[config.mk]
export PLATFORM = sky130hd
export DESIGN_NAME = deco_nx2n_scan_flat
export DESIGN_NICKNAME = d
export VERILOG_FILES = /design/src/rtl/deco_nx2n_scan_pkg.sv /design/src/rtl/deco_nx2n_scan_if.sv /design/src/rtl/deco_nx2n_scan_dwell_cnt.sv /design/src/rtl/deco_nx2n_scan.sv /design/src/flat_wrapper.sv
export SDC_FILE = /design/constraint.sdc
export NUM_CORES = 1
export LEC_CHECK = 0
export CAP_MARGIN = 10
export CORE_MARGIN = 5
export CORE_UTILIZATION = 40
export CTS_BUF_LIST = sky130_fd_sc_hd__clkbuf_4 sky130_fd_sc_hd__clkbuf_8 sky130_fd_sc_hd__clkbuf_16
export DETAILED_ROUTE_END_ITERATION = 12
export HOLD_SLACK_MARGIN = 0.03
export PLACE_DENSITY = 0.78
export SLEW_MARGIN = 20
export SYNTH_ARGS = -nofsm -noshare
export SYNTH_HDL_FRONTEND = slang
export SYNTH_HIERARCHICAL = 1
export SYNTH_SLANG_ARGS = --single-unit
[constraint.sdc]
create_clock -name clk -period 1.5 [get_ports clk]
set_input_delay 0.15 -clock clk [delete_from_list [all_inputs] [get_ports clk]]
set_output_delay 0.15 -clock clk [all_outputs]
set_load 0.05 [all_outputs]
[src/rtl/deco_nx2n_scan_pkg.sv]
// ----------------------------------------------------------------------------
// deco_pkg
// Shared types and helpers for the deco_nx2n_scan decoder.
//   state_t : FSM encoding (IDLE / DIRECT / SCAN)
//   out_w   : output vector width for a given select width (2**n_sel)
//   onehot  : one-hot vector with bit idx set (up to 64 bits, i.e. N_SEL <= 6)
// ----------------------------------------------------------------------------
package deco_pkg;

    typedef enum logic [1:0] {
        IDLE   = 2'd0,
        DIRECT = 2'd1,
        SCAN   = 2'd2
    } state_t;

    function automatic int out_w(input int n_sel);
        return 1 << n_sel;
    endfunction

    function automatic logic [63:0] onehot(input int unsigned idx);
        return 64'd1 << idx;
    endfunction

endpackage

[src/rtl/deco_nx2n_scan_if.sv]
// ----------------------------------------------------------------------------
// deco_nx2n_scan_if
// Select handshake and decoded-output bundle of deco_nx2n_scan.
//   en, mode, sel, sel_vld         : controller -> decoder
//   sel_rdy, d, d_vld, scan_wrap,
//   busy                           : decoder -> consumer
// Modports: master (controller side), slave (decoder side).
// ----------------------------------------------------------------------------
interface deco_nx2n_scan_if
    import deco_pkg::*;
#(
    parameter int N_SEL = 3
);
    localparam int W = out_w(N_SEL);

    logic             en;
    logic             mode;
    logic [N_SEL-1:0] sel;
    logic             sel_vld;
    logic             sel_rdy;
    logic [W-1:0]     d;
    logic             d_vld;
    logic             scan_wrap;
    logic             busy;

    modport master (
        output en, mode, sel, sel_vld,
        input  sel_rdy, d, d_vld, scan_wrap, busy
    );

    modport slave (
        input  en, mode, sel, sel_vld,
        output sel_rdy, d, d_vld, scan_wrap, busy
    );

endinterface

[src/rtl/deco_nx2n_scan_dwell_cnt.sv]
// ----------------------------------------------------------------------------
// deco_dwell_cnt
// Dwell counter: counts 0..HOLD_CYCLES-1 while en_i is high and wraps.
//   clk, rst_n : clock, asynchronous active-low reset
//   clr_i      : synchronous clear (has priority over en_i)
//   en_i       : count enable
//   tc_o       : high while enabled and sitting on the last count
// ----------------------------------------------------------------------------
module deco_dwell_cnt #(
    parameter int HOLD_CYCLES = 4
) (
    input  logic clk,
    input  logic rst_n,
    input  logic clr_i,
    input  logic en_i,
    output logic tc_o
);
    // HOLD_CYCLES = 1 still needs a one-bit register so the port list is legal.
    localparam int             CW   = (HOLD_CYCLES > 1) ? $clog2(HOLD_CYCLES) : 1;
    localparam logic [CW-1:0]  LAST = CW'(HOLD_CYCLES - 1);

    logic [CW-1:0] cnt_q, cnt_d;

    assign tc_o = en_i & (cnt_q == LAST);

    always_comb begin
        cnt_d = cnt_q;
        if (clr_i)
            cnt_d = '0;
        else if (tc_o)
            cnt_d = '0;
        else if (en_i)
            cnt_d = cnt_q + 1'b1;
    end

    always_ff @(posedge clk or negedge rst_n) begin
        if (!rst_n)
            cnt_q <= '0;
        else
            cnt_q <= cnt_d;
    end

endmodule

[src/rtl/deco_nx2n_scan.sv]
// ----------------------------------------------------------------------------
// deco_nx2n_scan
// Registered N-to-2^N one-hot decoder with a direct (handshaken) mode and an
// autonomous scan mode walking a single one across all outputs, each position
// held HOLD_CYCLES clocks.
//   clk, rst_n : clock, asynchronous active-low reset
//   bus        : deco_nx2n_scan_if.slave
//                en/mode/sel/sel_vld in; sel_rdy/d/d_vld/scan_wrap/busy out
// Build option: DECO_ACTIVE_LOW_EN drives d inverted (inactive = all ones).
// ----------------------------------------------------------------------------
module deco_nx2n_scan
    import deco_pkg::*;
#(
    parameter int N_SEL       = 3,
    parameter int HOLD_CYCLES = 4
) (
    input logic             clk,
    input logic             rst_n,
    deco_nx2n_scan_if.slave bus
);
    localparam int               W       = out_w(N_SEL);
    localparam logic [N_SEL-1:0] IDX_MAX = '1;

    // d is stored already in output polarity; POL is XORed onto every
    // active-high value so the register itself is the output.
`ifdef DECO_ACTIVE_LOW_EN
    localparam logic [W-1:0] POL = '1;
`else
    localparam logic [W-1:0] POL = '0;
`endif

    state_t           state_q, state_d;
    logic [W-1:0]     d_q, d_d;
    logic             d_vld_q, d_vld_d;
    logic             wrap_q, wrap_d;
    logic [N_SEL-1:0] idx_q, idx_d;
    logic [N_SEL-1:0] idx_inc;
    logic             cnt_clr;
    logic             cnt_tc;
    logic             sel_rdy;
    logic             hs;

    // Ready depends only on registered state and the level controls.
    assign sel_rdy = bus.en & ~bus.mode & (state_q != SCAN);
    assign hs      = bus.sel_vld & sel_rdy;
    assign idx_inc = idx_q + 1'b1;

    deco_dwell_cnt #(
        .HOLD_CYCLES (HOLD_CYCLES)
    ) u_dwell (
        .clk   (clk),
        .rst_n (rst_n),
        .clr_i (cnt_clr | (state_q != SCAN)),
        .en_i  (state_q == SCAN),
        .tc_o  (cnt_tc)
    );

    always_comb begin
        state_d = state_q;
        d_d     = d_q;
        d_vld_d = d_vld_q;
        wrap_d  = 1'b0;
        idx_d   = idx_q;
        cnt_clr = 1'b0;
        case (state_q)
            IDLE, DIRECT: begin
                if (!bus.en) begin
                    state_d = IDLE;
                    d_d     = POL;
                    d_vld_d = 1'b0;
                end else if (bus.mode) begin
                    state_d = SCAN;
                    idx_d   = '0;
                    d_d     = W'(onehot(0)) ^ POL;
                    d_vld_d = 1'b1;
                end else if (hs) begin
                    state_d = DIRECT;
                    d_d     = W'(onehot(int'(bus.sel))) ^ POL;
                    d_vld_d = 1'b1;
                end
            end
            SCAN: begin
                if (!bus.en || !bus.mode) begin
                    state_d = bus.en ? DIRECT : IDLE;
                    d_d     = POL;
                    d_vld_d = 1'b0;
                    idx_d   = '0;
                    cnt_clr = 1'b1;
                end else if (cnt_tc) begin
                    // Index wraps naturally in N_SEL bits.
                    idx_d   = idx_inc;
                    d_d     = W'(onehot(int'(idx_inc))) ^ POL;
                    wrap_d  = (idx_q == IDX_MAX);
                end
            end
            default: begin
                state_d = IDLE;
                d_d     = POL;
                d_vld_d = 1'b0;
                idx_d   = '0;
            end
        endcase
    end

    always_ff @(posedge clk or negedge rst_n) begin
        if (!rst_n) begin
            state_q <= IDLE;
            d_q     <= POL;
            d_vld_q <= 1'b0;
            wrap_q  <= 1'b0;
            idx_q   <= '0;
        end else begin
            state_q <= state_d;
            d_q     <= d_d;
            d_vld_q <= d_vld_d;
            wrap_q  <= wrap_d;
            idx_q   <= idx_d;
        end
    end

    assign bus.sel_rdy   = sel_rdy;
    assign bus.d         = d_q;
    assign bus.d_vld     = d_vld_q;
    assign bus.scan_wrap = wrap_q;
    assign bus.busy      = (state_q == SCAN);

endmodule

[src/flat_wrapper.sv]
// flat-port wrapper written by rule: the top's interface ports become plain ports
module deco_nx2n_scan_flat import deco_pkg::*;
#(
    parameter int N_SEL       = 3,
    parameter int HOLD_CYCLES = 4
)
  (clk, rst_n, bus_en, bus_mode, bus_sel, bus_sel_vld, bus_sel_rdy, bus_d, bus_d_vld, bus_scan_wrap, bus_busy);
  deco_nx2n_scan_if #(.N_SEL(N_SEL)) bus_i ();
  input logic clk;
  input logic rst_n;
  input wire logic [$bits(bus_i.en)-1:0] bus_en;
  input wire logic [$bits(bus_i.mode)-1:0] bus_mode;
  input wire logic [$bits(bus_i.sel)-1:0] bus_sel;
  input wire logic [$bits(bus_i.sel_vld)-1:0] bus_sel_vld;
  output wire logic [$bits(bus_i.sel_rdy)-1:0] bus_sel_rdy;
  output wire logic [$bits(bus_i.d)-1:0] bus_d;
  output wire logic [$bits(bus_i.d_vld)-1:0] bus_d_vld;
  output wire logic [$bits(bus_i.scan_wrap)-1:0] bus_scan_wrap;
  output wire logic [$bits(bus_i.busy)-1:0] bus_busy;
  assign bus_i.en = bus_en;
  assign bus_i.mode = bus_mode;
  assign bus_i.sel = bus_sel;
  assign bus_i.sel_vld = bus_sel_vld;
  assign bus_sel_rdy = bus_i.sel_rdy;
  assign bus_d = bus_i.d;
  assign bus_d_vld = bus_i.d_vld;
  assign bus_scan_wrap = bus_i.scan_wrap;
  assign bus_busy = bus_i.busy;
  deco_nx2n_scan #(.N_SEL(N_SEL), .HOLD_CYCLES(HOLD_CYCLES)) u_core (.clk(clk), .rst_n(rst_n), .bus(bus_i));
endmodule
# After elaboration in Yosys (flattened, before gate mapping)
# Cells that the tools add are included.
# word_totals
in_bits	8
mem_count	0
latchBits	0
romBits	0
register_bits	17
ram_bits	0
# op_classes
n_lt_le_gt_ge	0
reduce_logical	9
n_mux	30
n_eq_ne	10
div	0
multipliers	0
shift	2
bitwise	6
add_sub_neg	2
# ops
operator	count
$mux 8	5
$pmux 8 s2	1
$shl 1x3->8 const A	2
$mux 2	7
$mux 3	4
$mux 1	10
$ne 2x2->1 const B	3
$pmux 3 s2	1
$and 1x1->1	4
$eq 2x2->1 const B	2
$ne 4x3->1 const B	1
$pmux 2 s2	1
$reduce_and 2->1	2
$add 3x1->3 const B	1
$eq 3x3->1 const B	1
$ne 3x1->1 const B	1
$reduce_and 3->1	1
$reduce_bool 3->1	1
$add 2x1->2 const B	1
$eq 2x1->1 const B	1
$logic_not 1->1	2
$logic_not 2->1	1
$ne 2x1->1 const B	1
$pmux 1 s2	1
4 further kinds	4

# Depth between registers and ports, before layout
# Gate-level depths: netlist of the first run.
# logic_depth
ltp_word	8
mapped_depth	7
mapped_depth_nobuf	5

# Cells and area by module
# Netlist of the first run, hierarchy kept.
# modules_own_cells
mod	seq_area_each_um2	area_each_um2	cells_per_inst	instances
deco_nx2n_scan	375.4	873.3	83	1
deco_dwell_cnt	50.0	112.6	9	1

# Worst setup path before layout of the first run
# Ideal clock, no wire load.
# synth_timing
kind	reg-to-reg
startpoint	reg u_core.state_q[1]
endpoint	reg u_core.d_q[6], in the netlist u_core/bus.d[6]
required_time_ns	1.376
path_buffers	2
arrival_ns	1.659
synth_period_minus_slack_ns	1.783
path_stages_with_launch	8
slack_ns	-0.283
cell_sequence	dfrtp_1 buf_6 and2b_2 and2_1 nor3_1 o21a_1 clkbuf_2 o2bb2ai_1
# synth_between
word_cells_on_any_way	12
cone_classes	eq/ne (5); mux (1); bitwise (3); reduce/logical (3)
# synth_rtl
element	line	rtl
start: declaration	deco_nx2n_scan.sv:32	state_t state_q, state_d;
start signal: assignment	deco_nx2n_scan.sv:113	state_q <= state_d;
$eq 2x2->1	n/a	
via bus_busy	flat_wrapper.sv:19	output wire logic [$bits(bus_i.busy)-1:0] bus_busy;
$and 1x1->1	deco_nx2n_scan_dwell_cnt.sv:24	assign tc_o = en_i & (cnt_q == LAST);
via u_core.cnt_tc	deco_nx2n_scan.sv:39	logic cnt_tc;
$ne 3x1->1 (no line)	n/a	
$reduce_and 2->1 (no line)	n/a	
end signal: assignment	deco_nx2n_scan.sv:108	d_q <= POL;
end signal: assignment	deco_nx2n_scan.sv:114	d_q <= d_d;
end: declaration	deco_nx2n_scan.sv:33	logic [W-1:0] d_q, d_d;
# The timed path passes the listed nets, and every way through them passes these cells.
# A chain may end at the register's enable or synchronous reset.

# Final worst setup path of the first run
# layout_timing
startpoint	reg u_core.idx_q[0]
endpoint	reg u_core.d_q[4], in the netlist u_core/bus.d[4]
# layout_between
elab_chain_len	5
# layout_lines
element	line	rtl
start: declaration	deco_nx2n_scan.sv:36	logic [N_SEL-1:0] idx_q, idx_d;
start signal: assignment	deco_nx2n_scan.sv:117	idx_q <= idx_d;
$add 3x1->3	deco_nx2n_scan.sv:46	assign idx_inc = idx_q + 1'b1;
$shl 1x3->8	deco_nx2n_scan_pkg.sv:21	return 64'd1 << idx;
$mux 8	deco_nx2n_scan.sv:89	end else if (cnt_tc) begin
$mux 8	deco_nx2n_scan.sv:83	if (!bus.en || !bus.mode) begin
$pmux 8 s2	deco_nx2n_scan.sv:65	case (state_q)
# Every way passes these cells. The select of a mux whose other input is x is not followed.

==> impl_metrics.tcl, run 1 <==
set metrics [dict create \
    status "finished clean" \
    detail_route.first_pass.iterations 4 \
    finalSetupViolCount 0 \
    path_cells "ha_2 > ha_1 > and2_4 > a22oi_1 > o2bb2ai_1" \
    path_buf_inv 0 \
    dieArea_um2 3560 \
    grt_max_degree 18 \
    dp.cells 149 \
    yosys.area_share.simple_pct 19.2 \
    final.setup.worst_slack_ns 0.0208 \
    cts_hold_buf 0 \
    final_core_util_pct 55.8 \
    diodes 0 \
    p_seq_share_pct 50.2 \
    core-area_um2 2410 \
    place_ws_ns -0.0932 \
    overflow 0 \
    final_common_cell "buf_4" \
    portBuffers 19 \
    p_comb_share_pct 21.4 \
    drc 0 \
    drive_above_1_share_pct 36.0 \
    fin_crit_sh_pct 98.6 \
    cpPeakStageDelay_ns 0.40 \
    antenna_found_initial 0 \
    critPathSlowestCell "dfrtp_1" \
    cp_top_family "adder cells" \
    rsz0062_at_grt "false" \
    async_reset_ff_share_pct 100 \
    die_w_um 59.6 \
    via_count 856 \
    syn_to_final_growth_pct 36.4 \
    maxSlewViolCount 0 \
    critPathKind "reg -> reg" \
    gr-usage-all-layers_pct 14.4 \
    internal_power_mw 0.674 \
    synth_area_um2 986 \
    synth_compound_area_share_pct 24.0 \
    synth_cell_types 36 \
    worstPathArrival_ns 1.66 \
    fmax_ghz 0.676 \
    drt_iter0_drc 28 \
    synth_top_family_by_area "compound AO/OA/AOI/OAI gates" \
    placementRows 18 \
    period_needed_ns 1.48 \
    cp.depth 5 \
    worst_slew_pin_slew_ns 0.369 \
    ir_drop_uv 496 \
    dp_hpwl_um 1780 \
    clock_latency_ns 0.29 \
    htree_levels 1 \
    syn_inst 92 \
    powerDensity_nw_per_um2 705 \
    root_buffer "clkbuf_4" \
    postSynthAreaPerCell_um2 10.7 \
    fin_cells 155 \
    ys_warn_count 6 \
    place_area_um2 1280 \
    cts_buffers 3 \
    viasPerCell 5.52 \
    startpoint_type "register" \
    clock_skew_ns 0.00322 \
    start_util_pct 40.9 \
    worstPathMaxFanout 4 \
    drv_cap 0 \
    power_frac_clock_pct 28.4 \
    synth_xor_area_share_pct 0 \
    relSlewSlack_pct 75.3 \
    synth.yosys.seq_area_share_pct 43.1 \
    reg2regPathDepth 5 \
    grt_pass1_wl_um 3890 \
    gp_congestion 0.851 \
    synth_ff_type "dfrtp_1" \
    hold_viol 0 \
    p_sw_mw 0.274 \
    synthMuxAreaShare_pct 0 \
    yosys.area_share.adder_pct 10.2 \
    synth_edf_count 0 \
    crit_path_end_kind "register" \
    io_pins 20 \
    final_area_um2 1350 \
    hp-class "in -> async" \
    required_ns 1.68 \
    synth-seq-cells 17 \
    wl_um 2460 \
    p_leak_nw 0.650 \
    cts_tree "yes" \
    finalSetupTns_ns 0 \
    p_sw_share_pct 28.9 \
    wl_per_cell_um 15.8 \
    die_h_um 59.6 \
    final_antenna_net_count 0 \
    clk_pin_slew_ns 0.10 \
    clockBufferDepth 2 \
    cts.sink_count 17 \
    grt_pass1_vias 856 \
    syn-num-nets 108 \
    mostFrequentLayoutCells "buf_4, dfrtp_1, o2bb2ai_1" \
    fin_nets 142 \
]
-- per-layer routing --
layer | track usage, % | routed length, um | vias to the layer above | share of wire [%]
met4 | 3.16 | 46 | 0 | 1.9
met3 | 3.27 | 108 | 11 | 4.4
met2 | 24.8 | 1310 | 26 | 53
li1 | - | - | 413 | -
met5 | 0 | 0 | - | 0
met1 | 18.0 | 989 | 406 | 40
-- state kept, by name, summed over array words and instances, names as in the netlist --
register and count:
u_core/bus.scan_wrap 1, u_core/bus.d 8, u_core/bus.d_vld 1, u_core/u_dwell/cnt_q 2
u_core/state_q 2, u_core/idx_q 3
-- kinds of logic after synthesis --
kind of cell | count (synthesis)
AND/OR/NAND/NOR | 30
adder cells (fa/ha/maj) | 8
buffers and inverters | 7
AO/OA/AOI/OAI | 30
flip-flops | 17
-- final cells by class --
type                            instances  area [um2]
Inverter                                5        18.8
Multi-Input combinational cell         68         558
Tap cell                               30        37.5
Fill cell                             207        1060
Clock buffer                            4        30.0
Sequential cell                        17         425
Timing Repair Buffer                   31         275
-- synth_stat cells, types with 2 or more instances --
| cell type | instances | area [um2] |
|---|---|---|
| a21oi_1 | 2 | 10.0 |
| nand2_1 | 4 | 15.0 |
| o21ai_0 | 2 | 10.0 |
| a21o_1 | 3 | 22.5 |
| inv_1 | 4 | 15.0 |
| a32o_1 | 2 | 20.0 |
| a32oi_1 | 2 | 17.5 |
| o2bb2ai_1 | 8 | 70.1 |
| a22oi_1 | 5 | 37.5 |
| nor3_1 | 5 | 25.0 |
| ha_1 | 8 | 100 |
| nor2_1 | 7 | 26.3 |
| dfrtp_1 | 17 | 425 |
-- metrics by stage --
stage / hold WS (ns) / power [mW]
6_report: 0.174 / 0.948
5_1_grt: 0.184 / 0.989
4_1_cts: 0.174 / 0.952
3_5_place_dp: 0.480 / 0.681
3_3_place_gp: 0.463 / 0.675
2_1_floorplan: -0.146 / 0.592
-- worst register-to-register path, cell delays in order (launching register included) --
cell and delay (ns):
dfrtp_1 0.40, ha_2 0.20, ha_1 0.29, and2_4 0.17
a22oi_1 0.22, o2bb2ai_1 0.10
-- final timing paths --
path,from,end,slack (ns)
setup / recovery,u_core/idx_q[0],u_core/bus.d[4],0.02
max in group asynchronous,rst_n,u_core/bus.scan_wrap,1.13
min in group clk,u_core/bus.d[2],u_core/bus.d[2],0.51
hold reg to reg,u_core/bus.d[2],u_core/bus.d[2],0.51
setup reg to reg,u_core/idx_q[0],u_core/bus.d[4],0.02
hold / removal,rst_n,u_core/bus.d[1],0.17
-- power by group through the flow --
| stage | clock [mW] | combinational [mW] | sequential (mW) |
|---|---|---|---|
| final | 0.269 | 0.203 | 0.476 |
| after global routing | 0.295 | 0.216 | 0.478 |
| after CTS | 0.276 | 0.200 | 0.476 |
| after detailed placement | 0 | 0.194 | 0.486 |
| after global placement | 0 | 0.189 | 0.486 |
| after floorplan | 0 | 0.0756 | 0.517 |
-- timing repair --
action | in CTS | in global routing
buffers inserted | 1 | 1
endpoints found under the setup margin | 4 | 9
gates resized for setup | 2 | 5
Note: power is estimated with default switching activity, not from simulation.
==> run 2, diff against run 1 <==
--- a/config.mk
+++ b/config.mk
@@ -17,3 +17,4 @@
 export SYNTH_HDL_FRONTEND = slang
 export SYNTH_HIERARCHICAL = 1
 export SYNTH_SLANG_ARGS = --single-unit
+export TNS_END_PERCENT = 5
==> run 2 against run 1 <==
Compared with the run above:
- routed wire length rose by 0.90%
- total power grew 0.99%
- sequential share of layout area down 0.66 points
- register-to-register slack improved by 0.03 ns
- global-route usage up 1.0 points
- clock power rose by 3%
- highest routed layer unchanged
- sequential power about the same
- largest power group unchanged
- largest cell class unchanged
==> impl_metrics.tcl, run 2 (synthesis results as in run 1) <==
set metrics [dict create \
    status "finished clean" \
    grt_pass1_wl_um 4040 \
    hold_ws_ns 0.170 \
    gp_congestion 0.905 \
    drc 0 \
    fin_crit_sh_pct 96.7 \
    syn_to_final_growth_pct 39.3 \
    antenna_found_initial 0 \
    mostFrequentLayoutCells "buf_4, dfrtp_1, o2bb2ai_1" \
    worst_slew_pin_slew_ns 0.276 \
    diodes 0 \
    p_leak_nw 0.665 \
    reg2reg_slack_ns 0.05 \
    clk_pin_slew_ns 0.11 \
    final_common_cell "buf_4" \
    drt_iter0_drc 20 \
    drv_cap 0 \
    via_count 863 \
    cp-startpoint "u_core/idx_q[0]" \
    wl_um 2480 \
    die_w_um 59.6 \
    die_h_um 59.6 \
    hp-class "in -> async" \
    root_buffer "clkbuf_4" \
    crit_path_end_kind "register" \
    dp_hpwl_um 1810 \
    gr-usage-all-layers_pct 15.4 \
    hold_viol 0 \
    startpoint_type "register" \
    htree_levels 1 \
    reg2regPathDepth 5 \
    cts.sink_count 17 \
    detail_route.first_pass.iterations 4 \
    place_ws_ns -0.0532 \
    cts_buffers 3 \
    cts_hold_buf 0 \
    drive_above_1_share_pct 35.4 \
    clock_skew_ns 0.00192 \
    viasPerCell 5.50 \
    required_ns 1.68 \
    start_util_pct 40.9 \
    cts_tree "yes" \
    overflow 0 \
    dieArea_um2 3560 \
    endpoint "u_core/bus.d[4]" \
    finalSetupViolCount 0 \
    relSlewSlack_pct 81.4 \
    maxSlewViolCount 0 \
    core-area_um2 2410 \
    period_needed_ns 1.45 \
    placementRows 18 \
    fmax_ghz 0.690 \
    io_pins 20 \
    finalSetupTns_ns 0 \
    clock_latency_ns 0.29 \
    clockBufferDepth 2 \
    final_antenna_net_count 0 \
    worstPathArrival_ns 1.63 \
    powerDensity_nw_per_um2 697 \
    portBuffers 19 \
    ir_drop_uv 408 \
    r2r_end "u_core/bus.d[4]" \
    worstPathMaxFanout 4 \
    grt_pass1_vias 846 \
    r2r_start "u_core/idx_q[0]" \
    critPathKind "reg -> reg" \
    final.setup.worst_slack_ns 0.0500 \
    grt_max_degree 18 \
    wl_per_cell_um 15.8 \
    largest_reg_flops 8 \
    fin_nets 144 \
]
[run 2: changes by cell type in the layout (fill, tap and decap cells not counted), sizes merged]
cell and change:
buf +2
[run 2: final cells by class]
| class | count | area (um2) |
|---|---|---|
| Tap cell | 30 | 37.5 |
| Fill cell | 186 | 1040 |
| Sequential cell | 17 | 425 |
| Inverter | 5 | 21.3 |
| Timing Repair Buffer | 33 | 290 |
| Multi-Input combinational cell | 68 | 569 |
| Clock buffer | 4 | 30.0 |
[run 2: power by group]
group | total [mW] | leakage, nW | internal (mW) | switching, mW
combinational | 0.206 | 0.414 | 0.0857 | 0.120
sequential | 0.476 | 0.233 | 0.469 | 0.00704
clock | 0.276 | 0.0184 | 0.121 | 0.154
total | 0.958 | 0.665 | 0.676 | 0.281
[run 2: worst min path at each step]
stage / endpoint / slack (ns) / depth (start not counted)
after floorplan: u_core/bus.d[0] / -0.15 / 0
after global placement: u_core/u_dwell/cnt_q[1] / 0.47 / 1
after detailed placement: u_core/bus.d[1] / 0.47 / 1
after CTS: u_core/bus.scan_wrap / 0.16 / 2
after global routing: u_core/bus.d_vld / 0.18 / 2
final: u_core/bus.scan_wrap / 0.17 / 2
[run 2: per-layer routing]
layer  vias up  GRT usage (%)  wire length, um  part of all wire, %
li1        413              -                -                    -
met4         0           6.01               21                 0.85
met5         -              0                0                    0
met2        25           26.7             1300                   53
met3         2           2.61              109                  4.4
met1       423           18.7             1050                   42
[run 2: repair_timing]
action | 4_1_cts | 5_1_grt
setup endpoints to repair | 3 | 10
hold endpoints to repair | 0 | 0
resized for setup | 3 | 5
setup buffers | 0 | 1
pin swaps | 0 | 4
[run 2: worst max-delay path, cell delays in order (launching register included)]
cell       delay (ns)
dfrtp_1          0.40
ha_1             0.25
ha_4             0.24
and2_4           0.15
a22oi_1          0.21
o2bb2ai_1        0.10
[run 2: stage by stage]
| step | area, um2 | utilization [%] | std cells | power [mW] |
|---|---|---|---|---|
| 2_1_floorplan | 998 | - | 92 | 0.592 |
| 3_3_place_gp | 1290 | 53.7 | 152 | 0.675 |
| 3_5_place_dp | 1290 | 53.7 | 152 | 0.680 |
| 4_1_cts | 1340 | 55.6 | 156 | 0.957 |
| 5_1_grt | 1370 | 57.0 | 157 | 1.00 |
| 6_report | 1370 | 57.0 | 157 | 0.958 |
==> run 3, diff against run 2 <==
--- a/config.mk
+++ b/config.mk
@@ -10,7 +10,7 @@
 export CORE_UTILIZATION = 40
 export CTS_BUF_LIST = sky130_fd_sc_hd__clkbuf_4 sky130_fd_sc_hd__clkbuf_8 sky130_fd_sc_hd__clkbuf_16
 export DETAILED_ROUTE_END_ITERATION = 12
-export HOLD_SLACK_MARGIN = 0.03
+export HOLD_SLACK_MARGIN = 0.12
 export PLACE_DENSITY = 0.78
 export SLEW_MARGIN = 20
 export SYNTH_ARGS = -nofsm -noshare
==> constraint.sdc (replaced) <==
create_clock -name clk -period 1.3 [get_ports clk]
set_input_delay 0.13 -clock clk [delete_from_list [all_inputs] [get_ports clk]]
set_output_delay 0.13 -clock clk [all_outputs]
set_load 0.05 [all_outputs]
==> run 3 against run 2 <==
Compared with the run above:
- the run now ends with setup timing left
- setup slack worse by 0.19 ns
- die area stayed put
- clock skew grew 0.0043 ns
- utilization increased by 8.6 points
- flip-flop and latch count did not move
- maximum frequency rose by 0.40%
- global-route usage grew 0.052 points
- combinational power is 34% higher
- sequential power up 17%
==> impl_metrics.tcl, run 3 (synthesis results as in run 1) <==
set metrics [dict create \
    fin_cells 161 \
    mostFrequentLayoutCells "dfrtp_1, buf_4, buf_12" \
    drt_iter0_drc 10 \
    clk_pin_slew_ns 0.11 \
    relSlewSlack_pct 79.2 \
    critPathKind "reg -> reg" \
    dp.cells 154 \
    cts_buffers 3 \
    fin_nets 148 \
    worstPathArrival_ns 1.68 \
    drv_cap 0 \
    die_w_um 59.6 \
    grt_max_degree 18 \
    path_buf_inv 2 \
    fmax_ghz 0.692 \
    wl_per_cell_um 15.7 \
    reg2regPathDepth 6 \
    htree_levels 1 \
    wl_um 2520 \
    r2r_end "u_core/bus.d[2]" \
    worst_slew_pin_slew_ns 0.310 \
    fin_crit_sh_pct 111 \
    cpPeakStageDelay_ns 0.40 \
    rsz0062_at_grt "true" \
    grt_pass1_vias 938 \
    final_antenna_net_count 0 \
    worstPathMaxFanout 5 \
    via_count 890 \
    placementRows 18 \
    start_util_pct 40.9 \
    viasPerCell 5.53 \
    crit_path_end_kind "register" \
    hold_viol 0 \
    cts.sink_count 17 \
    critPathSlowestCell "dfrtp_1" \
    syn_to_final_growth_pct 60.3 \
    cts_hold_buf 0 \
    path_cells "buf_6 > and4b_4 > inv_6 > nor2_4 > a32oi_2 > o2bb2ai_2" \
    period_needed_ns 1.44 \
    clockBufferDepth 2 \
    ir_drop_uv 567 \
    gr-usage-all-layers_pct 15.4 \
    cp_top_family "simple AND/OR/NAND/NOR gates" \
    die_h_um 59.6 \
    largest_reg_flops 8 \
    hp-class "in -> async" \
    reg2reg_slack_ns -0.14 \
    p_leak_nw 0.722 \
    io_pins 20 \
    final_common_cell "dfrtp_1" \
    core-area_um2 2410 \
    portBuffers 19 \
    drive_above_1_share_pct 40.5 \
    status "finished, violations left" \
    hold_ws_ns 0.138 \
    diodes 0 \
    required_ns 1.53 \
    clock_latency_ns 0.30 \
    overflow 0 \
    powerDensity_nw_per_um2 730 \
    finalSetupViolCount 15 \
    r2r_start "u_core/state_q[0]" \
    final.setup.worst_slack_ns -0.144 \
    dp_hpwl_um 1840 \
    root_buffer "clkbuf_4" \
    dieArea_um2 3560 \
    maxSlewViolCount 0 \
    cts_tree "yes" \
    detail_route.first_pass.iterations 4 \
    gp_congestion 0.841 \
    antenna_found_initial 0 \
    clock_skew_ns 0.00625 \
    violations "setup timing" \
    grt_pass1_wl_um 4110 \
    startpoint_type "register" \
    drc 0 \
]
run 3: changes by cell type in the layout (fill, tap and decap cells not counted), sizes merged:
cell / before / now
buf: 26 / 30
run 3: what timing repair did:
action | 4_1_cts | 5_1_grt
endpoints found under the hold margin | 0 | 0
gates resized for setup | 8 | 10
pin swaps | 7 | 4
setup buffers | 0 | 3
setup endpoints to repair | 15 | 15
run 3: layout make-up:
| cell class | instances | area (um2) |
|---|---|---|
| repair buffers | 37 | 457 |
| inverters | 5 | 23.8 |
| multi-input cells | 68 | 607 |
| flip-flops and latches | 17 | 425 |
| well taps | 30 | 37.5 |
| fillers | 167 | 830 |
| clock buffers | 4 | 30.0 |
run 3: worst max path at each step:
stage,startpoint,end,cells past startpoint
6_report,u_core/state_q[0],u_core/bus.d[2],6
5_1_grt,u_core/state_q[0],u_core/bus.d[2],6
3_3_place_gp,bus_mode,u_core/bus.d[1],6
2_1_floorplan,u_core/state_q[1],u_core/bus.d[6],7
4_1_cts,u_core/state_q[0],u_core/bus.d[0],6
3_5_place_dp,bus_mode,u_core/bus.d[2],6
run 3: worst reg2reg max path, stage by stage, from the launching register on:
cell	delay [ns]
dfrtp_1	0.40
buf_6	0.13
and4b_4	0.37
inv_6	0.06
nor2_4	0.16
a32oi_2	0.10
o2bb2ai_2	0.17
run 3: power breakdown:
group | internal, mW | leakage, nW | switching (mW)
clock | 0.140 | 0.0184 | 0.182
combinational | 0.134 | 0.472 | 0.142
sequential | 0.542 | 0.233 | 0.0142
total | 0.816 | 0.722 | 0.338
run 3: through the flow:
step	power, mW	cell area [um2]	TNS, ns	worst slack, ns	utilization, %
2_1_floorplan	0.683	998	-3.11	-0.323	-
3_3_place_gp	0.813	1430	-1.92	-0.187	59.5
3_5_place_dp	0.819	1430	-2.50	-0.241	59.5
4_1_cts	1.14	1500	-1.29	-0.131	62.3
5_1_grt	1.20	1580	-2.06	-0.189	65.6
6_report	1.15	1580	-1.18	-0.144	65.6
run 3: metal layers:
layer / track usage (%) / part of all wire, % / vias up
met5: 0 / 0 / -
met2: 27.6 / 55 / 21
li1: - / - / 429
met3: 3.92 / 3.0 / 4
met1: 17.1 / 41 / 436
met4: 6.33 / 1.3 / 0
==> RTL edit 1: new RTL, config.mk and constraints of run 3 <==
The 3 states of `state_t` get a one-hot encoding in 3 bits.
--- a/src/rtl/deco_nx2n_scan_pkg.sv
+++ b/src/rtl/deco_nx2n_scan_pkg.sv
@@ -7,10 +7,10 @@
 // ----------------------------------------------------------------------------
 package deco_pkg;
 
-    typedef enum logic [1:0] {
-        IDLE   = 2'd0,
-        DIRECT = 2'd1,
-        SCAN   = 2'd2
+    typedef enum logic [2:0] {
+        IDLE   = 3'b001,
+        DIRECT = 3'b010,
+        SCAN   = 3'b100
     } state_t;
 
     function automatic int out_w(input int n_sel);
Check against the original RTL: same outputs for any inputs over 10 cycles, from zero or initial values and one cycle with rst_n low; not proved beyond that.
==> RTL edit 1 against run 3 <==
The flow still finishes with violations (negative setup slack). Worst setup slack worse by 0.39 ns. Total power grew 18%. Highest routed layer unchanged. Cell area rose by 11%. Synthesized area up 10%. Global-route usage increased by 1.3 points. Clock power increased by 10%. Sequential cell count rose by 1. Routed wire length grew 17%.
==> RTL edit 1: results (changes against run 3) <==
[clock_tree]
cts_setup_buffers=1  ; +1
clock-sinks=18  ; +1
post_cts_resized=17  ; +9
root_buffer=clkbuf_4

[cells_and_area]
drive_gt1_frac=0.514  ; +0.110
n_fill_cell=175  ; +4.8%
inverters=5  ; unchanged
clk_share=0.0206  ; +0.00159
multi_input_comb_cells=67  ; -1.5%
num-nonclk-buffers=48  ; +30%
final-seq-area_um2=452  ; +6.2%
final_nets=159  ; +7.4%
multi_input_area_share=0.376  ; -0.00758
area_share_nonclk_buffers=0.312  ; +0.0235

[place]
place_congestion=0.915  ; +8.8%
post-place-ws_ns=-0.680  ; -0.439 ns
placed_cell_area_um2=1620  ; +13%
dp_hpwl_um=2090  ; +13%
placedCellCount=166  ; +7.8%

[routing]
viasPerCell=5.48  ; -0.93%
drt-initial-drc-count=40  ; +30
vias=942  ; +5.8%
post_drt_wl_per_cell_um=17.1  ; +9.4%

[pwr]
powerDensity_nw_per_um2=774  ; +5.9%
swShare=0.291  ; -0.00245
clockPowerShare=0.261  ; -0.018
power.leakage_uw=0.000860  ; +19%
ir_drop_mv=0.647  ; +14%
p_sw_uw=396  ; +17%
pg_seq_uw=603  ; +8.5%

[worst_setup_path]
r2r_start=u_core/state_q[0]
cp_top_family=flip-flops
reg2reg_to=u_core/bus.d[3]
crit_slowest_cell=dfstp_2
reg2reg_depth=5  ; -1
critPathMaxStageDelay_ns=0.56  ; +0.16 ns
path_max_fanout=8  ; +3
cp.arrival_ns=2.03  ; +0.35 ns

[run_status]
status=finished with violations
violations=negative setup slack

[yosys]
ys_seq_area_frac=0.416  ; -0.0151
avgSynthCellArea_um2=11.8  ; +10%
synth_mux_area_frac=0.121  ; +0.121
yosys-top-cells-count=17 x dfrtp_1, 8 x a22o_1, 8 x ha_1, 8 x mux2_4, 7 x nor2_1
synth_cell_types=39  ; +8.3%
synth-compound-area-share=0.167  ; -0.0726
yosys-top-cells-area=dfrtp_1 39%, mux2_4 11%, ha_1 9.2%
synthAdderAreaFrac=0.0923  ; -0.00925
synth_xor_area_frac=0.00807  ; +0.00807
syn_nets=108  ; unchanged

[timing]
tns_ns=-7.72  ; -6.54 ns
fin_skew_ns=0.00454  ; -0.00172 ns
final-setup-viol-count=19  ; +4
whs_ns=0.142  ; +0.00418 ns
relSlewSlack=0.792  ; about the same
setup_ws_ns=-0.536  ; -0.391 ns

[global_routing]
grt_start_max_net_pins=19  ; +1
grt_pass1_wl_um=4700  ; +14%
gr-usage-all-layers=0.167  ; +0.0127
grt_pass1_vias=988  ; +5.3%

==> RTL edit 1: changes by cell type after synthesis, moves of 2 or more <==
cell and change:
a22o_1 +8, mux2_4 +8, o2bb2ai_1 -7, a22oi_1 -5, nor3_1 -4, nand2_1 -3
a32oi_1 -2
==> RTL edit 1: cell families (layout without fill, tap and decap cells) <==
| group | Yosys count | in the layout |
|---|---|---|
| buf+inv | 7 | 57 |
| simple gates | 26 | 26 |
| fa+ha+maj | 8 | 8 |
| compound gates | 23 | 23 |
| mux | 9 | 9 |
| xor+xnor | 1 | 1 |
| flops | 18 | 18 |
==> RTL edit 1: layer usage <==
| layer | vias up | GRT usage | share of wire |
|---|---|---|---|
| met5 | - | 0 | 0 |
| met4 | 0 | 0.0364 | 0.011 |
| met3 | 7 | 0.0351 | 0.053 |
| met2 | 42 | 0.290 | 0.53 |
| met1 | 455 | 0.212 | 0.41 |
| li1 | 438 | - | - |
==> RTL edit 2: new RTL, settings of run 3 <==
Made on the original files. Build with the macro `DECO_ACTIVE_LOW_EN` defined.
--- a/src/rtl/deco_nx2n_scan.sv
+++ b/src/rtl/deco_nx2n_scan.sv
@@ -8,6 +8,8 @@
 //                en/mode/sel/sel_vld in; sel_rdy/d/d_vld/scan_wrap/busy out
 // Build option: DECO_ACTIVE_LOW_EN drives d inverted (inactive = all ones).
 // ----------------------------------------------------------------------------
+`define DECO_ACTIVE_LOW_EN
+
 module deco_nx2n_scan
     import deco_pkg::*;
 #(
Check against the original RTL: not equivalent (Yosys sat finds a counterexample within 4 cycles, from zero or initial values and one cycle with rst_n low).
==> RTL edit 2 against run 3 <==
The run still ends with negative setup slack left. Non-clock buffer count grew 4. Total power grew 2.2%. Largest power group unchanged. Critical path type unchanged. Worst setup slack lost 0.17 ns. Combinational power grew 7.2%. Synthesized area grew 7.6%. Cell area grew 6.3%. Critical path depth is the same. Routed wire length grew 9.0%. Sequential power grew 2%. Sequential cell count is the same.
==> RTL edit 2: results (changes against run 3) <==
[routing]
vias=925  ; +3.9%
wl_met3_um=91  ; +20%
drt-initial-drc-count=15  ; +5
wl_met2_um=1470  ; +5.8%
m1WireLength_um=1160  ; +13%

[cells_and_area]
seq_cell_count=17  ; unchanged
multi_input_area_um2=644  ; +6.2%
sh_seq_area=0.259  ; -0.00988
drive_gt1_frac=0.537  ; +0.133
n_fill_cell=171  ; +2.4%
clk_share=0.0179  ; -0.00112
area_share_nonclk_buffers=0.303  ; +0.0135
final_cells=164  ; +1.9%
num-nonclk-buffers=41  ; +11%
multi_input_comb_cells=67  ; -1.5%
area_growth_pct=58.3
final_nets=151  ; +2.0%

[run_status]
status=finished with violations
violations=negative setup slack

[pwr]
pg_seq_uw=567  ; +2%
ir_drop_mv=0.608  ; +7.1%
power.leakage_uw=0.000774  ; +7.1%
total_power_uw=1180  ; +2.2%
p_int_uw=840  ; +3.0%

[yosys]
synth-compound-area-share=0.178  ; -0.0618
synth_cell_types=38  ; +5.6%
yosys-top-cells-count=9 x dfrtp_1, 8 x dfstp_2, 8 x ha_1
synth_mux_area_frac=0.0837  ; +0.0837
synthAdderAreaFrac=0.0943  ; -0.00718
avgSynthCellArea_um2=11.4  ; +6.5%
synth_xor_area_frac=0.00825  ; +0.00825
ys_seq_area_frac=0.410  ; -0.0211

[timing]
whs_ns=0.149  ; +0.0112 ns
setup_ws_ns=-0.314  ; -0.170 ns
final-setup-viol-count=15  ; unchanged

[place]
placedCellCount=159  ; +3.2%
dp_hpwl_um=2070  ; +12%
placed_cell_area_um2=1600  ; +12%

[global_routing]
grt_pass1_vias=937  ; -0.11%
gr-usage-met2=0.284  ; +0.00777
gr-usage-all-layers=0.164  ; +0.00971

[worst_setup_path]
reg2reg_to=u_core/bus.d[4]
path_max_fanout=7  ; +2

[clock_tree]
cts_setup_buffers=1  ; +1

==> RTL edit 2: changes by cell type after synthesis, sizes merged, moves of 2 or more <==
cell	before	now
dfstp	0	8
and4bb	0	2
nand2	4	2
mux2	0	7
dfrtp	17	9
nor3	5	3
buf	1	4
o2bb2ai	8	0
and2b	2	0
a22oi	5	0
a32oi	2	7
nor2b	1	3
==> RTL edit 2: worst register-to-register path: cells and delay by family, from the launching register on <==
kind                     cells  cell delay (ns)
AO/OA/AOI/OAI                1             0.06
flip-flops                   1             0.40
multiplexers                 1             0.30
adder cells (fa/ha/maj)      1             0.19
buffers and inverters        1             0.15
AND/OR/NAND/NOR              2             0.45
==> RTL edit 2: logic make-up after synthesis <==
logic type,Yosys count
xor gates and xnor gates,1
muxes,8
DFF,17
adders and majority gates,8
and+or+nand+nor,27
buffers and inverters,9
AOI/OAI and AO/OA,23
